## src/rtl/mem_ctrl_pkg.sv

```systemverilog
// Shared types and defaults for the MDR/MAR-to-RAM memory access controller.
// The optional timeout feature is enabled with the MEM_CTRL_TIMEOUT_EN macro.
package mem_ctrl_pkg;

    localparam int unsigned ADDR_W_DEFAULT  = 9;
    localparam int unsigned DATA_W_DEFAULT  = 32;
    localparam int unsigned TIMEOUT_DEFAULT = 15;
    localparam int unsigned TIMER_W         = 8;

    typedef enum logic [2:0] {
        IDLE,
        RD_REQ,
        RD_WAIT,
        WR_REQ,
        WR_WAIT,
        DONE
    } state_e;

    // True while a RAM request is outstanding (REQ or WAIT phase).
    function automatic logic is_access(input state_e s);
        return (s == RD_REQ) || (s == RD_WAIT) || (s == WR_REQ) || (s == WR_WAIT);
    endfunction

endpackage

```

## src/rtl/mem_wait_timer.sv

```systemverilog
// Down-counter bounding the REQ+WAIT cycles of one access; only built when
// MEM_CTRL_TIMEOUT_EN is defined.
module mem_wait_timer
    import mem_ctrl_pkg::*;
#(
    parameter int unsigned TIMEOUT = TIMEOUT_DEFAULT
) (
    input  logic clock,
    input  logic clear,
    input  logic load,
    input  logic count,
    output logic expired
);

    logic [TIMER_W-1:0] rem_q, rem_d;

    // expired marks the last permitted cycle, so a load of N allows N cycles.
    assign expired = (rem_q == TIMER_W'(1));

    always_comb begin
        // NOTE: assigning a default first keeps every always_comb free of inferred latches.
        rem_d = rem_q;
        if (load) begin
            rem_d = TIMER_W'(TIMEOUT);
        end else if (count && !expired) begin
            rem_d = rem_q - TIMER_W'(1);
        end
    end

    always_ff @(posedge clock or negedge clear) begin
        // NOTE: flops take non-blocking assignments so every register samples pre-edge values.
        if (!clear) begin
            rem_q <= '0;
        end else begin
            rem_q <= rem_d;
        end
    end

endmodule

```

## src/rtl/mem_ctrl.sv

```systemverilog
// Memory access controller between the CPU's MAR/MDR and a handshaking RAM.
// Define MEM_CTRL_TIMEOUT_EN to bound RAM waits with mem_wait_timer and a sticky err.
module mem_ctrl
    import mem_ctrl_pkg::*;
#(
    parameter int unsigned ADDR_W  = ADDR_W_DEFAULT,
    parameter int unsigned DATA_W  = DATA_W_DEFAULT,
    parameter int unsigned TIMEOUT = TIMEOUT_DEFAULT
) (
    input  logic              clock,
    input  logic              clear,
    input  logic              Read,
    input  logic              Write,
    input  logic [ADDR_W-1:0] MARaddr,
    input  logic [DATA_W-1:0] MDRdata,
    output logic [DATA_W-1:0] Mdatain,
    output logic              mdr_load,
    output logic              done,
    output logic              err,
    output logic [ADDR_W-1:0] ram_addr,
    output logic [DATA_W-1:0] ram_wdata,
    output logic              ram_re,
    output logic              ram_we,
    input  logic [DATA_W-1:0] ram_rdata,
    input  logic              ram_ready
);

    if (TIMEOUT < 1 || TIMEOUT > 255) begin : g_timeout_range
        $error("mem_ctrl: TIMEOUT must lie in 1..255");
    end

    state_e              state_q, state_d;
    logic [ADDR_W-1:0]   addr_q, addr_d;
    logic [DATA_W-1:0]   wdata_q, wdata_d;
    logic [DATA_W-1:0]   rdata_q, rdata_d;
    logic                re_q, re_d;
    logic                we_q, we_d;
    logic                load_q, load_d;
    logic                done_q, done_d;
    logic                accept;
    logic                timed_out;

`ifdef MEM_CTRL_TIMEOUT_EN
    logic err_q, err_d;
    logic tmr_expired;

    mem_wait_timer #(
        .TIMEOUT (TIMEOUT)
    ) u_wait_timer (
        .clock   (clock),
        .clear   (clear),
        .load    (accept),
        .count   (is_access(state_q) && !ram_ready),
        .expired (tmr_expired)
    );

    assign timed_out = tmr_expired;
    assign err       = err_q;
`else
    assign timed_out = 1'b0;
    assign err       = 1'b0;
`endif

    // The cycle done is high still belongs to the finished access, so IDLE
    // waits it out; a held request therefore repeats every four cycles.
    assign accept = (state_q == IDLE) && !done_q && (Read || Write);

    always_comb begin
        state_d = state_q;
        addr_d  = addr_q;
        wdata_d = wdata_q;
        rdata_d = rdata_q;
        re_d    = 1'b0;
        we_d    = 1'b0;
        load_d  = 1'b0;
        done_d  = 1'b0;
`ifdef MEM_CTRL_TIMEOUT_EN
        err_d   = accept ? 1'b0 : err_q;
`endif
        case (state_q)
            IDLE: begin
                if (accept) begin
                    addr_d  = MARaddr;
                    wdata_d = MDRdata;
                    if (Read) begin
                        state_d = RD_REQ;
                        re_d    = 1'b1;
                    end else begin
                        state_d = WR_REQ;
                        we_d    = 1'b1;
                    end
                end
            end
            RD_REQ, RD_WAIT: begin
                if (ram_ready) begin
                    rdata_d = ram_rdata;
                    load_d  = 1'b1;
                    state_d = DONE;
                end else if (timed_out) begin
                    state_d = DONE;
`ifdef MEM_CTRL_TIMEOUT_EN
                    err_d   = 1'b1;
`endif
                end else begin
                    state_d = RD_WAIT;
                end
            end
            WR_REQ, WR_WAIT: begin
                if (ram_ready) begin
                    state_d = DONE;
                end else if (timed_out) begin
                    state_d = DONE;
`ifdef MEM_CTRL_TIMEOUT_EN
                    err_d   = 1'b1;
`endif
                end else begin
                    state_d = WR_WAIT;
                end
            end
            DONE: begin
                state_d = IDLE;
                done_d  = 1'b1;
            end
            default: state_d = IDLE;
        endcase
    end

    always_ff @(posedge clock or negedge clear) begin
        if (!clear) begin
            state_q <= IDLE;
            addr_q  <= '0;
            wdata_q <= '0;
            rdata_q <= '0;
            re_q    <= 1'b0;
            we_q    <= 1'b0;
            load_q  <= 1'b0;
            done_q  <= 1'b0;
`ifdef MEM_CTRL_TIMEOUT_EN
            err_q   <= 1'b0;
`endif
        end else begin
            state_q <= state_d;
            addr_q  <= addr_d;
            wdata_q <= wdata_d;
            rdata_q <= rdata_d;
            re_q    <= re_d;
            we_q    <= we_d;
            load_q  <= load_d;
            done_q  <= done_d;
`ifdef MEM_CTRL_TIMEOUT_EN
            err_q   <= err_d;
`endif
        end
    end

    assign Mdatain   = rdata_q;
    assign mdr_load  = load_q;
    assign done      = done_q;
    assign ram_addr  = addr_q;
    assign ram_wdata = wdata_q;
    assign ram_re    = re_q;
    assign ram_we    = we_q;

endmodule

```

## config.mk

```make
export PLATFORM = sky130hd
export DESIGN_NAME = mem_ctrl
export DESIGN_NICKNAME = d
export VERILOG_FILES = /design/src/rtl/mem_ctrl_pkg.sv /design/src/rtl/mem_wait_timer.sv /design/src/rtl/mem_ctrl.sv
export SDC_FILE = /design/constraint.sdc
export NUM_CORES = 1
export LEC_CHECK = 0
export BUFFER_PORTS_ARGS = -buffer_cell sky130_fd_sc_hd__buf_2
export CAP_MARGIN = 30
export CORE_UTILIZATION = 30
export CTS_CLUSTER_SIZE = 16
export DETAILED_ROUTE_END_ITERATION = 7
export PLACE_DENSITY = 0.63
export SLEW_MARGIN = 20
export SYNTH_ARGS = -nofsm -noshare
export SYNTH_HDL_FRONTEND = slang
export SYNTH_SLANG_ARGS = --single-unit
```

## constraint.sdc

```tcl
create_clock -name clock -period 2.2 [get_ports clock]
set_clock_uncertainty 0.2 [all_clocks]
set_input_delay 0.33 -clock clock [delete_from_list [all_inputs] [get_ports clock]]
set_output_delay 0.33 -clock clock [all_outputs]
set_load 0.1 [all_outputs]
```

==> key figures <==
Status
  – Status: finished clean

GRT
  – Total grt overflow: 0
  – Largest net degree at the start of global routing: 44
  – First-pass GRT wire length: 11600 um
  – GRT Total Usage: 0.136
  – Vias in the first global route: 2456
  – Initial antenna violation count: 0

Yosys
  – Syn. warnings: 0
  – Post-Synthesis Cell Area: 3210 sq um
  – Synthesized Nets: 261
  – Fraction of synthesized cell area taken by the top area cell type: 0.623
  – Mapped Avg Cell Area: 17.6 sq um
  – Count leader, synth: dfrtp_1
  – Post-synth ARST share: 1.00
  – Synth top area cells: dfrtp_1 (62%), mux2_2 (15%), mux2_4 (14%)
  – Register area share after synthesis: 0.623
  – Count of different cell masters after synthesis: 23
  – Post-synth EDFFs: 0
  – Yosys top cell by area: dfrtp_1
  – Commonest register cell after synthesis: dfrtp_1
  – Most frequent cells after synthesis: dfrtp_1 (80), mux2_2 (42), mux2_4 (29)
  – Post-Syn Instances: 183
  – Synthesized flop and latch total: 80

Layout
  – Area delta synth->final: 52.7%
  – Multi-input gate area: 1060 sq um
  – Fill count: 922
  – Antenna cell count: 0
  – Final core occ: 0.473
  – Final net count: 480
  – Storage cell area: 2000 sq um
  – Share of cells above drive strength 1: 0.607

Worst setup path
  – R2r startpoint: state_q[0]
  – Critical path peak fanout: 39
  – Worst path required time: 2.22 ns
  – Worst path cell trace: nor4_1 > o21a_2 > buf_12 > mux2_2
  – Worst r2r dst: ram_addr[1]
  – R2R Setup Slk: 0.16 ns
  – Slowest CP cell: dfrtp_1
  – Critical Path Max Stage Delay: 0.44 ns
  – WP data arrival: 2.07 ns
  – Worst setup EP type: register
  – Worst setup SP type: register
  – Setup CP Type: register to register
  – R2R cell count: 4

Floorplanning
  – Die X: 106 um
  – Effective utilization at floorplan: 0.310
  – CORE AREA: 10400 sq um
  – Num rows: 37
  – Full die area: 11100 sq um
  – I/O Pins: 156
  – Die Y: 106 um

Place
  – Final Wtd Congestion: 0.685
  – Buffers on Ports: 154
  – Hpwl dp: 4520 um

Drt
  – DR pass1 iterations: 3
  – Residual DRC count: 0
  – 1st-iter DRT viols: 78
  – Vias: 2271
  – Routed len/inst: 13.0 um
  – Final ANT Viol Nets: 0
  – Vias/cell: 4.18
  – Final WL: 7080 um

Clock network
  – TritonCTS clock tree: done
  – Setup Buffers After CTS: 0
  – Longest Clk Path Bufs: 2
  – H-Tree Depth: 3
  – Num CTS Buffers: 9
  – Clock root buffer: clkbuf_8
  – Clk_lat worst skew: 0.34 ns
  – Clock Sinks: 80
  – Reg clk slew, reported paths: 0.08 ns

Timing
  – Crit path time final: 2.04 ns
  – Tcrit/Tclk final: 0.928
  – Final setup viols: 0
  – Final Hold Viols: 0
  – Max-slew violations: 0
  – Fmax: 490 MHz
  – Setup TNS: 0 ns
  – RSZ-0062 raised after global routing: no

Flow run
  – Maxcap violations: 0

Hold path
  – Hold_sp: MDRdata[24]
  – Worst hold stages: 2
  – Hold Path End: ram_wdata[24]
  – HP Class: input port to register
## critical path: cells and delay by family (launching register included)
family	cells	cell delay, ns
AO/OA/AOI/OAI	1	0.27
buffers and inverters	1	0.23
flip-flops	1	0.44
multiplexers	1	0.37
AND/OR/NAND/NOR	1	0.37
## per-layer routing
metal | part of all wire | wire, um | track usage | vias to the layer above
li1 | - | - | - | 1074
met1 | 0.42 | 2950 | 0.152 | 1108
met2 | 0.52 | 3660 | 0.241 | 80
met3 | 0.050 | 356 | 0.0284 | 9
met4 | 0.016 | 116 | 0.0714 | 0
met5 | 0 | 0 | 0 | -
## how the worst max path moves through the flow
stage                           from       endpoint  slack, ns  cells past startpoint
after floorplan                 done    ram_addr[0]       0.03                      5
after global placement    state_q[0]    ram_addr[2]       0.22                      4
after detailed placement  state_q[0]    ram_addr[7]       0.17                      4
after CTS                 state_q[0]    ram_addr[7]       0.15                      4
after global routing      state_q[0]  ram_wdata[21]       0.06                      4
final                     state_q[0]    ram_addr[1]       0.16                      4
## cell families (layout without fill, tap and decap cells)
| logic type | after synthesis | in the layout | synth area share |
|---|---|---|---|
| other | 1 | 1 | 0.00117 |
| AOI/OAI and AO/OA | 5 | 5 | 0.0101 |
| xor gates and xnor gates | 2 | 2 | 0.00545 |
| muxes | 73 | 73 | 0.290 |
| and+or+nand+nor | 11 | 11 | 0.0245 |
| DFF | 80 | 80 | 0.623 |
| buffers and inverters | 11 | 235 | 0.0463 |
## flip-flops by register name, summed over array words and instances, names as in the netlist
register / cells
done: 1
ram_wdata: 32
ram_we: 1
ram_addr: 9
ram_re: 1
state_q: 3
mdr_load: 1
Mdatain: 32
## per-stage QoR
stage	instance area, sq um	setup slack (ns)	instances	hold WS, ns
6_report	4910	0.158	543	0.0205
5_1_grt	4910	0.0591	543	0.00472
4_1_cts	4910	0.151	543	0.000473
3_5_place_dp	4080	0.165	466	0.122
3_3_place_gp	4080	0.218	466	0.124
2_1_floorplan	3210	0.0330	183	-0.166
## layout by cell type (no fill, tap or decap), drive strengths merged
cell / instances
o21a: 2
conb: 1
mux2: 73
nor3: 2
a21o: 1
o21ai: 1
xnor2: 2
nand2: 1
nor3b: 1
a21oi: 1
dlygate4sd3: 61
nor4b: 1
buf: 158
clkinv: 3
dfrtp: 80
clkbuf: 10
and3b: 1
nor4: 1
bufinv: 2
and2: 1
nor2b: 2
nor2: 1
clkinvlp: 1
## timing repair
action | in CTS | in global routing
hold endpoints to repair | 97 | 0
hold buffers | 61 | 0
gates resized for setup | 0 | 0
## layout make-up
class,instances,share of cell area
Tap cell,136,0.0347
Sequential cell,80,0.408
Clock buffer,10,0.0280
Multi-Input combinational cell,92,0.217
Timing Repair Buffer,219,0.296
Clock inverter,6,0.0168
Power is not shown: default switching activity piles up to over one toggle a cycle in this logic, so the estimate is an artifact.
